`src/rtl/neuron_update_scheduler.sv`:
```
// Neuron update scheduler: walks NUM_NEURONS virtual neurons through one shared
// update datapath per timestep, stores the new v/u state and collects spike flags.
//
// Datapath handshake: a request transfers on any cycle where dp_req and dp_ready
// are both high; until then dp_req stays high and dp_sel/dp_v/dp_u/dp_i do not
// change. After a transfer dp_req drops and exactly one result is awaited;
// dp_rvalid is looked at only while waiting for that result.
module neuron_update_scheduler #(
    parameter int NUM_NEURONS = 4,
    parameter int WIDTH       = 18,
    parameter int TIMEOUT     = 15
) (
    input  logic                   clk,
    input  logic                   rst,
    input  logic                   step_start,
    output logic                   busy,
    output logic                   step_done,
    output logic [NUM_NEURONS-1:0] spike_vec,
    output logic                   err_timeout,
    output logic [7:0]             overrun_cnt,
    input  logic                   cfg_we,
    input  logic [2:0]             cfg_idx,
    input  logic [2:0]             cfg_sel,
    input  logic [WIDTH-1:0]       cfg_i,
    output logic                   dp_req,
    input  logic                   dp_ready,
    output logic [2:0]             dp_sel,
    output logic [WIDTH-1:0]       dp_v,
    output logic [WIDTH-1:0]       dp_u,
    output logic [WIDTH-1:0]       dp_i,
    input  logic                   dp_rvalid,
    input  logic [WIDTH-1:0]       dp_v_new,
    input  logic [WIDTH-1:0]       dp_u_new,
    input  logic                   dp_spike,
    output logic [2:0]             dbg_state
);

    localparam logic [2:0] S_IDLE  = 3'd0;
    localparam logic [2:0] S_ISSUE = 3'd1;
    localparam logic [2:0] S_WAIT  = 3'd2;
    localparam logic [2:0] S_NEXT  = 3'd3;
    localparam logic [2:0] S_DONE  = 3'd4;

    localparam logic [2:0]       LAST_IDX = 3'(NUM_NEURONS - 1);
    localparam int               TW       = $clog2(TIMEOUT + 1);
    localparam logic [TW-1:0]    TO_LAST  = TW'(TIMEOUT - 1);
    // Resting membrane potential -65 and recovery 8 in signed 8.9 fixed point.
    localparam logic [WIDTH-1:0] V_RESET  = WIDTH'(-65 * 512);
    localparam logic [WIDTH-1:0] U_RESET  = WIDTH'(8 * 512);

    logic [2:0]       state_q, state_d;
    logic [2:0]       idx_q, idx_d;
    logic [TW-1:0]    cnt_q, cnt_d;

    logic [WIDTH-1:0] v_q   [NUM_NEURONS];
    logic [WIDTH-1:0] u_q   [NUM_NEURONS];
    logic [WIDTH-1:0] i_q   [NUM_NEURONS];
    logic [2:0]       sel_q [NUM_NEURONS];

    logic [2:0]       pay_sel_q, pay_sel_d;
    logic [WIDTH-1:0] pay_v_q, pay_v_d;
    logic [WIDTH-1:0] pay_u_q, pay_u_d;
    logic [WIDTH-1:0] pay_i_q, pay_i_d;

    logic [NUM_NEURONS-1:0] pend_q;
    logic [NUM_NEURONS-1:0] spike_q;
    logic                   done_q;
    logic                   err_q;
    logic [7:0]             ovr_q;

    logic accept;
    logic timeout_hit;
    logic load_payload;

    // A result counts only while waiting; one arriving on the last allowed cycle still wins.
    assign accept       = (state_q == S_WAIT) && dp_rvalid;
    assign timeout_hit  = (state_q == S_WAIT) && !dp_rvalid && (cnt_q == TO_LAST);
    assign load_payload = (state_d == S_ISSUE) && (state_q != S_ISSUE);

    assign busy        = (state_q != S_IDLE);
    assign dp_req      = (state_q == S_ISSUE);
    assign dp_sel      = pay_sel_q;
    assign dp_v        = pay_v_q;
    assign dp_u        = pay_u_q;
    assign dp_i        = pay_i_q;
    assign step_done   = done_q;
    assign spike_vec   = spike_q;
    assign err_timeout = err_q;
    assign overrun_cnt = ovr_q;
    assign dbg_state   = state_q;

    // Next state, neuron index and wait counter for the pass sequencer.
    always_comb begin
        state_d = state_q;
        idx_d   = idx_q;
        cnt_d   = cnt_q;
        case (state_q)
            S_IDLE: begin
                if (step_start) begin
                    state_d = S_ISSUE;
                    idx_d   = 3'd0;
                end
            end
            S_ISSUE: begin
                if (dp_ready) begin
                    state_d = S_WAIT;
                    cnt_d   = '0;
                end
            end
            S_WAIT: begin
                if (accept || timeout_hit) begin
                    state_d = S_NEXT;
                end else begin
                    cnt_d = cnt_q + TW'(1);
                end
            end
            S_NEXT: begin
                if (idx_q == LAST_IDX) begin
                    state_d = S_DONE;
                end else begin
                    idx_d   = idx_q + 3'd1;
                    state_d = S_ISSUE;
                end
            end
            S_DONE: begin
                idx_d   = 3'd0;
                state_d = S_IDLE;
            end
            default: begin
                state_d = S_IDLE;
                idx_d   = 3'd0;
            end
        endcase
    end

    // Payload snapshot of the neuron about to be issued, taken on ISSUE entry.
    always_comb begin
        pay_sel_d = pay_sel_q;
        pay_v_d   = pay_v_q;
        pay_u_d   = pay_u_q;
        pay_i_d   = pay_i_q;
        if (load_payload) begin
            for (int k = 0; k < NUM_NEURONS; k++) begin
                if (idx_d == 3'(k)) begin
                    pay_sel_d = sel_q[k];
                    pay_v_d   = v_q[k];
                    pay_u_d   = u_q[k];
                    pay_i_d   = i_q[k];
                end
            end
        end
    end

    // Sequencer registers.
    always_ff @(posedge clk) begin
        if (rst) begin
            state_q <= S_IDLE;
            idx_q   <= 3'd0;
            cnt_q   <= '0;
        end else begin
            state_q <= state_d;
            idx_q   <= idx_d;
            cnt_q   <= cnt_d;
        end
    end

    // Per-neuron state: config writes land in sel/i, datapath results in v/u.
    always_ff @(posedge clk) begin
        if (rst) begin
            for (int k = 0; k < NUM_NEURONS; k++) begin
                v_q[k]   <= V_RESET;
                u_q[k]   <= U_RESET;
                i_q[k]   <= '0;
                sel_q[k] <= 3'd0;
            end
        end else begin
            for (int k = 0; k < NUM_NEURONS; k++) begin
                if (cfg_we && (cfg_idx == 3'(k))) begin
                    sel_q[k] <= cfg_sel;
                    i_q[k]   <= cfg_i;
                end
                if (accept && (idx_q == 3'(k))) begin
                    v_q[k] <= dp_v_new;
                    u_q[k] <= dp_u_new;
                end
            end
        end
    end

    // Issued payload registers, so late config writes cannot disturb a presented request.
    always_ff @(posedge clk) begin
        if (rst) begin
            pay_sel_q <= 3'd0;
            pay_v_q   <= '0;
            pay_u_q   <= '0;
            pay_i_q   <= '0;
        end else begin
            pay_sel_q <= pay_sel_d;
            pay_v_q   <= pay_v_d;
            pay_u_q   <= pay_u_d;
            pay_i_q   <= pay_i_d;
        end
    end

    // Pending spikes, published spike vector, completion pulse, error and overrun status.
    always_ff @(posedge clk) begin
        if (rst) begin
            pend_q  <= '0;
            spike_q <= '0;
            done_q  <= 1'b0;
            err_q   <= 1'b0;
            ovr_q   <= 8'd0;
        end else begin
            done_q <= (state_q == S_DONE);
            if (state_q == S_DONE) begin
                spike_q <= pend_q;
            end
            if (timeout_hit) begin
                err_q <= 1'b1;
            end
            if (step_start && busy && (ovr_q != 8'hFF)) begin
                ovr_q <= ovr_q + 8'd1;
            end
            for (int k = 0; k < NUM_NEURONS; k++) begin
                if ((accept || timeout_hit) && (idx_q == 3'(k))) begin
                    pend_q[k] <= accept & dp_spike;
                end
            end
        end
    end

endmodule

```
`config.mk`:
```
export PLATFORM = sky130hd
export DESIGN_NAME = neuron_update_scheduler
export DESIGN_NICKNAME = d
export VERILOG_FILES = /design/src/rtl/neuron_update_scheduler.sv
export SDC_FILE = /design/constraint.sdc
export NUM_CORES = 1
export LEC_CHECK = 0
export CELL_PAD_IN_SITES_DETAIL_PLACEMENT = 0
export CELL_PAD_IN_SITES_GLOBAL_PLACEMENT = 2
export CORE_UTILIZATION = 35
export DETAILED_ROUTE_END_ITERATION = 8
export GPL_ROUTABILITY_DRIVEN = 0
export PLACE_DENSITY = 0.78
export SYNTH_ARGS = -nofsm -noshare
export SYNTH_HDL_FRONTEND = slang
export SYNTH_SLANG_ARGS = --single-unit
```
`constraint.sdc`:
```
create_clock -name clk -period 2.98 [get_ports clk]
set_input_delay 0.596 -clock clk [delete_from_list [all_inputs] [get_ports clk]]
set_output_delay 0.596 -clock clk [all_outputs]
set_load 0.01 [all_outputs]
```
Yosys cells after proc, flatten, opt, wreduce, memory -nomap -nowiden
Memory sizes are Yosys's and may differ from the RTL's.
Index checks and enable logic that the tools add are counted.
{ "totals": {"register_bits": 85, "ramBits": 228, "input_bits": 67, "out_inout_bits": 76, "elab_cells": 157, "memories": 4} }
{ "classes": {"n_addsub": 3, "eq_ne": 19, "mux": 69, "bitwise": 17, "n_reduce_logical": 30} }
{ "memory_table": {"columns": ["name", "words", "word_bits", "read_ports", "rd_clocked_by_memory_dff", "write_ports", "line", "rtl"], "rows": [
  ["i_q", 4, 18, 4, 0, 4, "57", "logic [WIDTH-1:0] i_q [NUM_NEURONS];"],
  ["u_q", 4, 18, 4, 0, 4, "56", "logic [WIDTH-1:0] u_q [NUM_NEURONS];"],
  ["v_q", 4, 18, 4, 0, 4, "55", "logic [WIDTH-1:0] v_q [NUM_NEURONS];"],
  ["sel_q", 4, 3, 4, 0, 4, "58", "logic [2:0] sel_q [NUM_NEURONS];"]
]} }
{ "ops": {"columns": ["operator", "count"], "rows": [
  ["$mux W18", 24],
  ["$mux W3", 14],
  ["$mux W1", 26],
  ["$eq A3 B2 Y1 const B", 8],
  ["$logic_and A1 B1 Y1", 18],
  ["$or A1 B1 Y1", 16],
  ["$eq A3 B1 Y1 const B", 5],
  ["$logic_not A3 Y1", 4],
  ["$pmux W3 S4", 1],
  ["$pmux W3 S3", 1],
  ["$add A8 B1 Y8 const B", 1],
  ["$mux W4", 2],
  ["$ne A8 B8 Y1 const B", 1],
  ["$pmux W4 S2", 1],
  ["$add A4 B1 Y4 const B", 1],
  ["$eq A4 B4 Y1 const B", 1],
  ["$reduce_bool A4 Y1", 1],
  ["$add A3 B1 Y3 const B", 1],
  ["$eq A3 B3 Y1 const B", 1],
  ["$ne A3 B1 Y1 const B", 1],
  ["$reduce_and A3 Y1", 1],
  ["$reduce_bool A3 Y1", 1],
  ["$ne A2 B1 Y1 const B", 1],
  ["$ne A2 B2 Y1 const B", 1],
  ["6 further kinds", 6]
]} }

Depth between registers and ports, before layout
{ "logic_depth": {"word_depth": 9, "ltp_mapped": 9, "ltp_nobuf": 7} }

Worst setup path before layout
OpenSTA, ideal clock, no wires.
{ "synth_path": {"path_type": "reg2reg", "from": "register idx_q[0]", "to": "register pay_i_q[10] (netlist: dp_i[10])", "setup_ns": 0.121, "arrival_time_ns": 2.329, "t_required_ns": 2.859, "slack_ns": 0.530, "path_stages_with_launch": 10, "n_path_buf": 2, "period_less_slack_ns": 2.450, "cell_sequence": "dfxtp_1 > clkinv_1 > ha_1 > nor2b_1 > and3_1 > a2111o_1 > buf_6 > buf_6 > o32ai_2 > o2bb2ai_1"} }
{ "synth_via": {"elab_chain_len": 7, "elab_cells_between_ends": 18, "cone_classes": "1 x add/sub; 5 x eq/ne; 8 x mux; 4 x reduce/logical"} }
{ "synth_rtl": {"columns": ["item", "line", "rtl"], "rows": [
  ["start: declaration", "52", "logic [2:0] idx_q, idx_d;"],
  ["start signal: assignment", "162", "idx_q <= idx_d;"],
  ["$add A3 B1 Y3 or $eq A3 B2 Y1 (tied branches)", "121, 118", null],
  ["$mux W3", "118", "if (idx_q == LAST_IDX) begin"],
  ["$pmux W3 S3", "97", "case (state_q)"],
  ["$eq A3 B1 Y1", "144", "if (idx_d == 3'(k)) begin"],
  ["$mux W18 (3 in series)", "144", null],
  ["end signal: assignment", "201", "pay_i_q <= pay_i_d;"],
  ["end: declaration", "63", "logic [WIDTH-1:0] pay_i_q, pay_i_d;"]
]} }
Parallel ways exist; a longest one is shown, timed or not.
A chain may end at the register's enable or synchronous reset.

Worst setup path after layout
{ "layout_path": {"from": "register state_q[2] (netlist: dbg_state[2])", "to": "output port dp_req"} }
{ "layout_via": {"elab_chain_len": 1} }
{ "layout_rtl": {"columns": ["item", "line", "rtl"], "rows": [
  ["start: declaration", "51", "logic [2:0] state_q, state_d;"],
  ["start signal: assignment", "161", "state_q <= state_d;"],
  ["$eq A3 B1 Y1", "81", "assign dp_req = (state_q == S_ISSUE);"],
  ["end: declaration", "25", "output logic dp_req,"]
]} }
No other way between the ends.

==> results.tsv <==
stage	metric	value	unit
critical_path	CP required	2.38	ns
floorplanning	IO Pins	143	
cells_and_area	share of layout cells above drive strength 1	0.157	
pwr	Switching Fraction	0.230	
sta	clock skew	0.0107	ns
synth	Seq cells post-synth	313	
synth	largest cells by area after synthesis	edfxtp_1 (52%), dfxtp_1 (13%), and2_1 (9.2%), o32ai_2 (4.9%), o221ai_1 (3.8%)	
global_route	pin count of the biggest net entering global routing	57	
clock_network	Post-CTS Hold Buffers	0	
clock_network	root buffer cell	clkbuf_16	
synth	YS warnings	0	
global_route	global-route wire length before repair	54300	um
synth	synthesized cell area	0.0132	mm^2
critical_path	crit path capture type	primary output	
routing	DR vias	8647	
sta	Rel. slew slack	0.504	
synth	mux cell area share after synthesis	0.000758	
critical_path	CP Launch Point	dbg_state[2]$_SDFF_PP0_	
sta	worst-margin pin slew	0.741	ns
synth	synthesized net count	1040	
run	Max Cap Viol	0	
cells_and_area	Final Util	0.458	
critical_path	Crit Path Max Fanout	12	
routing	wire length per cell	21.3	um
synth	commonest cells in the netlist	edfxtp_1 (228), and2_1 (194), dfxtp_1 (85)	
synth	Synth Area in Compound Gates	0.162	
routing	Avg Vias per Cell	5.22	
placement	I/O Buffers	142	
critical_path	reg2reg start	idx_q[0]$_SDFF_PP0_	
sta	final slew viol count	0	
floorplanning	die area	0.0385	mm^2
pwr	peak supply drop	0.291	mV
floorplanning	Die Ht	196	um
floorplanning	Core Region	0.0369	mm^2
critical_path	worst setup path class	reg -> out	
min_path	Worst Hold Class	reg -> reg	
synth	Mapped Cells	966	
synth	mean area per synthesized cell	13.7	um^2
critical_path	reg2reg setup slack	0.29	ns
critical_path	Setup crit start kind	flop	
critical_path	RR Endpoint	dp_i[0]$_SDFFE_PP0P_	
critical_path	worst reg-to-reg path cell count	8	
placement	hpwl dp	21000	um
synth	XOR/XNOR Fraction of Synth Area	0.00597	
synth	count leader, synth	edfxtp_1	
sta	Sum Neg Setup Slack	0	ns
clock_network	TritonCTS buffer count	36	
synth	Async S/R FF share, synth	0	
routing	Post-DRT Antenna Nets	0	
sta	final hold violation count	0	
cells_and_area	diode count	0	
critical_path	CP Capture Point	dp_req	
sta	Final setup viols	0	
cells_and_area	Area growth syn-to-layout	28.0	%
pwr	part of the power in combinational logic	0.098	
clock_network	Max Root-Sink Buffers	3	
clock_network	clock slew at reported path FFs	0.06	ns
global_route	antenna violations before repair	3	
synth	Synth Area in Simple Gates	0.148	
pwr	sw power	2.40	mW
routing	WL final	35300	um
clock_network	CTS tree	done	
pwr	P_leak	5.56	nW
global_route	Overflow after GRT	0	
sta	fmax	0.365	GHz
sta	final worst-path cycle share	0.919	
floorplanning	Initial Util	0.358	
synth	Top FF cell, synth	edfxtp_1	
clock_network	H-Tree Depth	2	
sta	RSZ-0062 raised after global routing	false	
sta	crit path time final	2.74	ns
pwr	Reg power frac	0.481	
synth	Yosys top cell area share	0.519	
sta	hold_ws	0.461	ns
floorplanning	width of the die	196	um
outcome	status	finished, final reports clean	
routing	First-pass DRT Iterations	4	
synth	largest family of logic cells by synthesized area	compound AO/OA/AOI/OAI gates	
routing	first-iteration detailed-routing DRC count	541	
critical_path	CP Data Arrival Time	2.14	ns
clock_network	clock latency on the worst-skew pair	0.51	ns
floorplanning	Rows	70	
synth	Yosys cell types	52	
synth	post-synthesis sequential area ratio	0.648	
pwr	total internal power	8.04	mW
clock_network	clock sink total	313	
clock_network	setup bufs post-CTS	0	
clock_network	Post-CTS Resized	0	
synth	area leader, netlist	edfxtp_1	
pwr	clock share of power	0.421	
synth	Post-synth EDFFs	228	
global_route	gr usage total	0.186	
cells_and_area	fin nets	1201	
synth	adder-cell share of the synthesized area	0.00664	
pwr	Pwr per Cell Area	618	mW/mm^2
routing	DR DRC count	0	
global_route	vias in the first global route	8960	
## state kept, by name, summed over array words and instances (netlist names), 8 cells and up
signal,count
dp_v,18
dp_i,18
v_q,72
i_q,72
sel_q,12
overrun_cnt,8
u_q,72
dp_u,18
## layout make-up
cell class / count / area (um^2)
repair buffers: 200 / 2140
fillers: 3289 / 20000
flip-flops and latches: 313 / 8550
clock inverters: 22 / 216
clock buffers: 42 / 955
inverters: 9 / 33.8
well taps: 504 / 631
multi-input cells: 567 / 4370
## worst min-delay path by stage
stage / start / endpoint / cells past startpoint
3_3_place_gp: dp_v[10]$_SDFFE_PP0P_ / dp_v[10]$_SDFFE_PP0P_ / 1
2_1_floorplan: pend_q[0]$_SDFFE_PP0P_ / spike_vec[0]$_SDFFE_PP0P_ / 2
5_1_grt: dp_u[14]$_SDFFE_PP0P_ / dp_u[14]$_SDFFE_PP0P_ / 1
4_1_cts: dp_u[6]$_SDFFE_PP0P_ / dp_u[6]$_SDFFE_PP0P_ / 1
3_5_place_dp: dp_i[3]$_SDFFE_PP0P_ / dp_i[3]$_SDFFE_PP0P_ / 1
6_report: spike_vec[2]$_SDFFE_PP0P_ / spike_vec[2]$_SDFFE_PP0P_ / 2
## power by group through the flow
stage	logic [mW]	clock network, mW	registers (mW)
after CTS	1.04	4.50	5.03
final	1.02	4.40	5.02
after global routing	1.10	4.66	5.04
after floorplan	0.399	0	5.13
after detailed placement	1.04	0	5.11
after global placement	1.03	0	5.11
## metal layers
metal  up-vias  GRT usage  routed length [um]
met5         -    0.00255                  39
met4         6     0.0506                 690
met1      4335      0.248               15900
met2       193      0.304               16800
li1       4052          -                   -
met3        61     0.0407                1910
## stage by stage
stage | power (mW) | cells | instance area (um^2) | worst slack [ns]
2_1_floorplan | 5.53 | 966 | 13200 | 0.530
3_3_place_gp | 6.14 | 1593 | 15700 | 0.0396
3_5_place_dp | 6.15 | 1593 | 15700 | 0.0157
4_1_cts | 10.6 | 1657 | 16900 | 0.205
5_1_grt | 10.8 | 1657 | 16900 | 0.0961
6_report | 10.4 | 1657 | 16900 | 0.242
## worst max-delay path, cell delays in order, from the launching register on
cell             delay, ns
dfxtp_1               0.62
inv_1                 0.26
and3_1                0.25
clkdlybuf4s50_1       0.50
## kinds of logic after synthesis
| logic type | count (synthesis) |
|---|---|
| compound gates | 220 |
| xor+xnor | 9 |
| fa+ha+maj | 7 |
| buf+inv | 86 |
| simple gates | 330 |
| mux | 1 |
| flops | 313 |
## placed cells by master (no fill, tap or decap), types with 5 or more instances in the layout
cell type / netlist / final
a21o_2: 0 / 5
a21oi_1: 15 / 15
and2_1: 194 / 194
buf_12: 0 / 23
buf_4: 0 / 35
clkbuf_16: 0 / 37
clkdlybuf4s50_1: 0 / 142
clkinv_1: 1 / 7
clkinv_2: 0 / 7
dfxtp_1: 85 / 85
edfxtp_1: 228 / 228
ha_1: 7 / 7
inv_1: 8 / 8
nand2_1: 15 / 15
nand2b_1: 9 / 9
nand3_1: 11 / 11
nor2_1: 28 / 23
nor2b_1: 8 / 8
nor3_1: 12 / 8
o21ai_0: 7 / 7
o221ai_1: 57 / 56
o2bb2ai_1: 56 / 56
o32ai_1: 16 / 16
o32ai_2: 40 / 40
or3_1: 38 / 38
xnor2_1: 8 / 8
(Power assumes the default switching activity.)
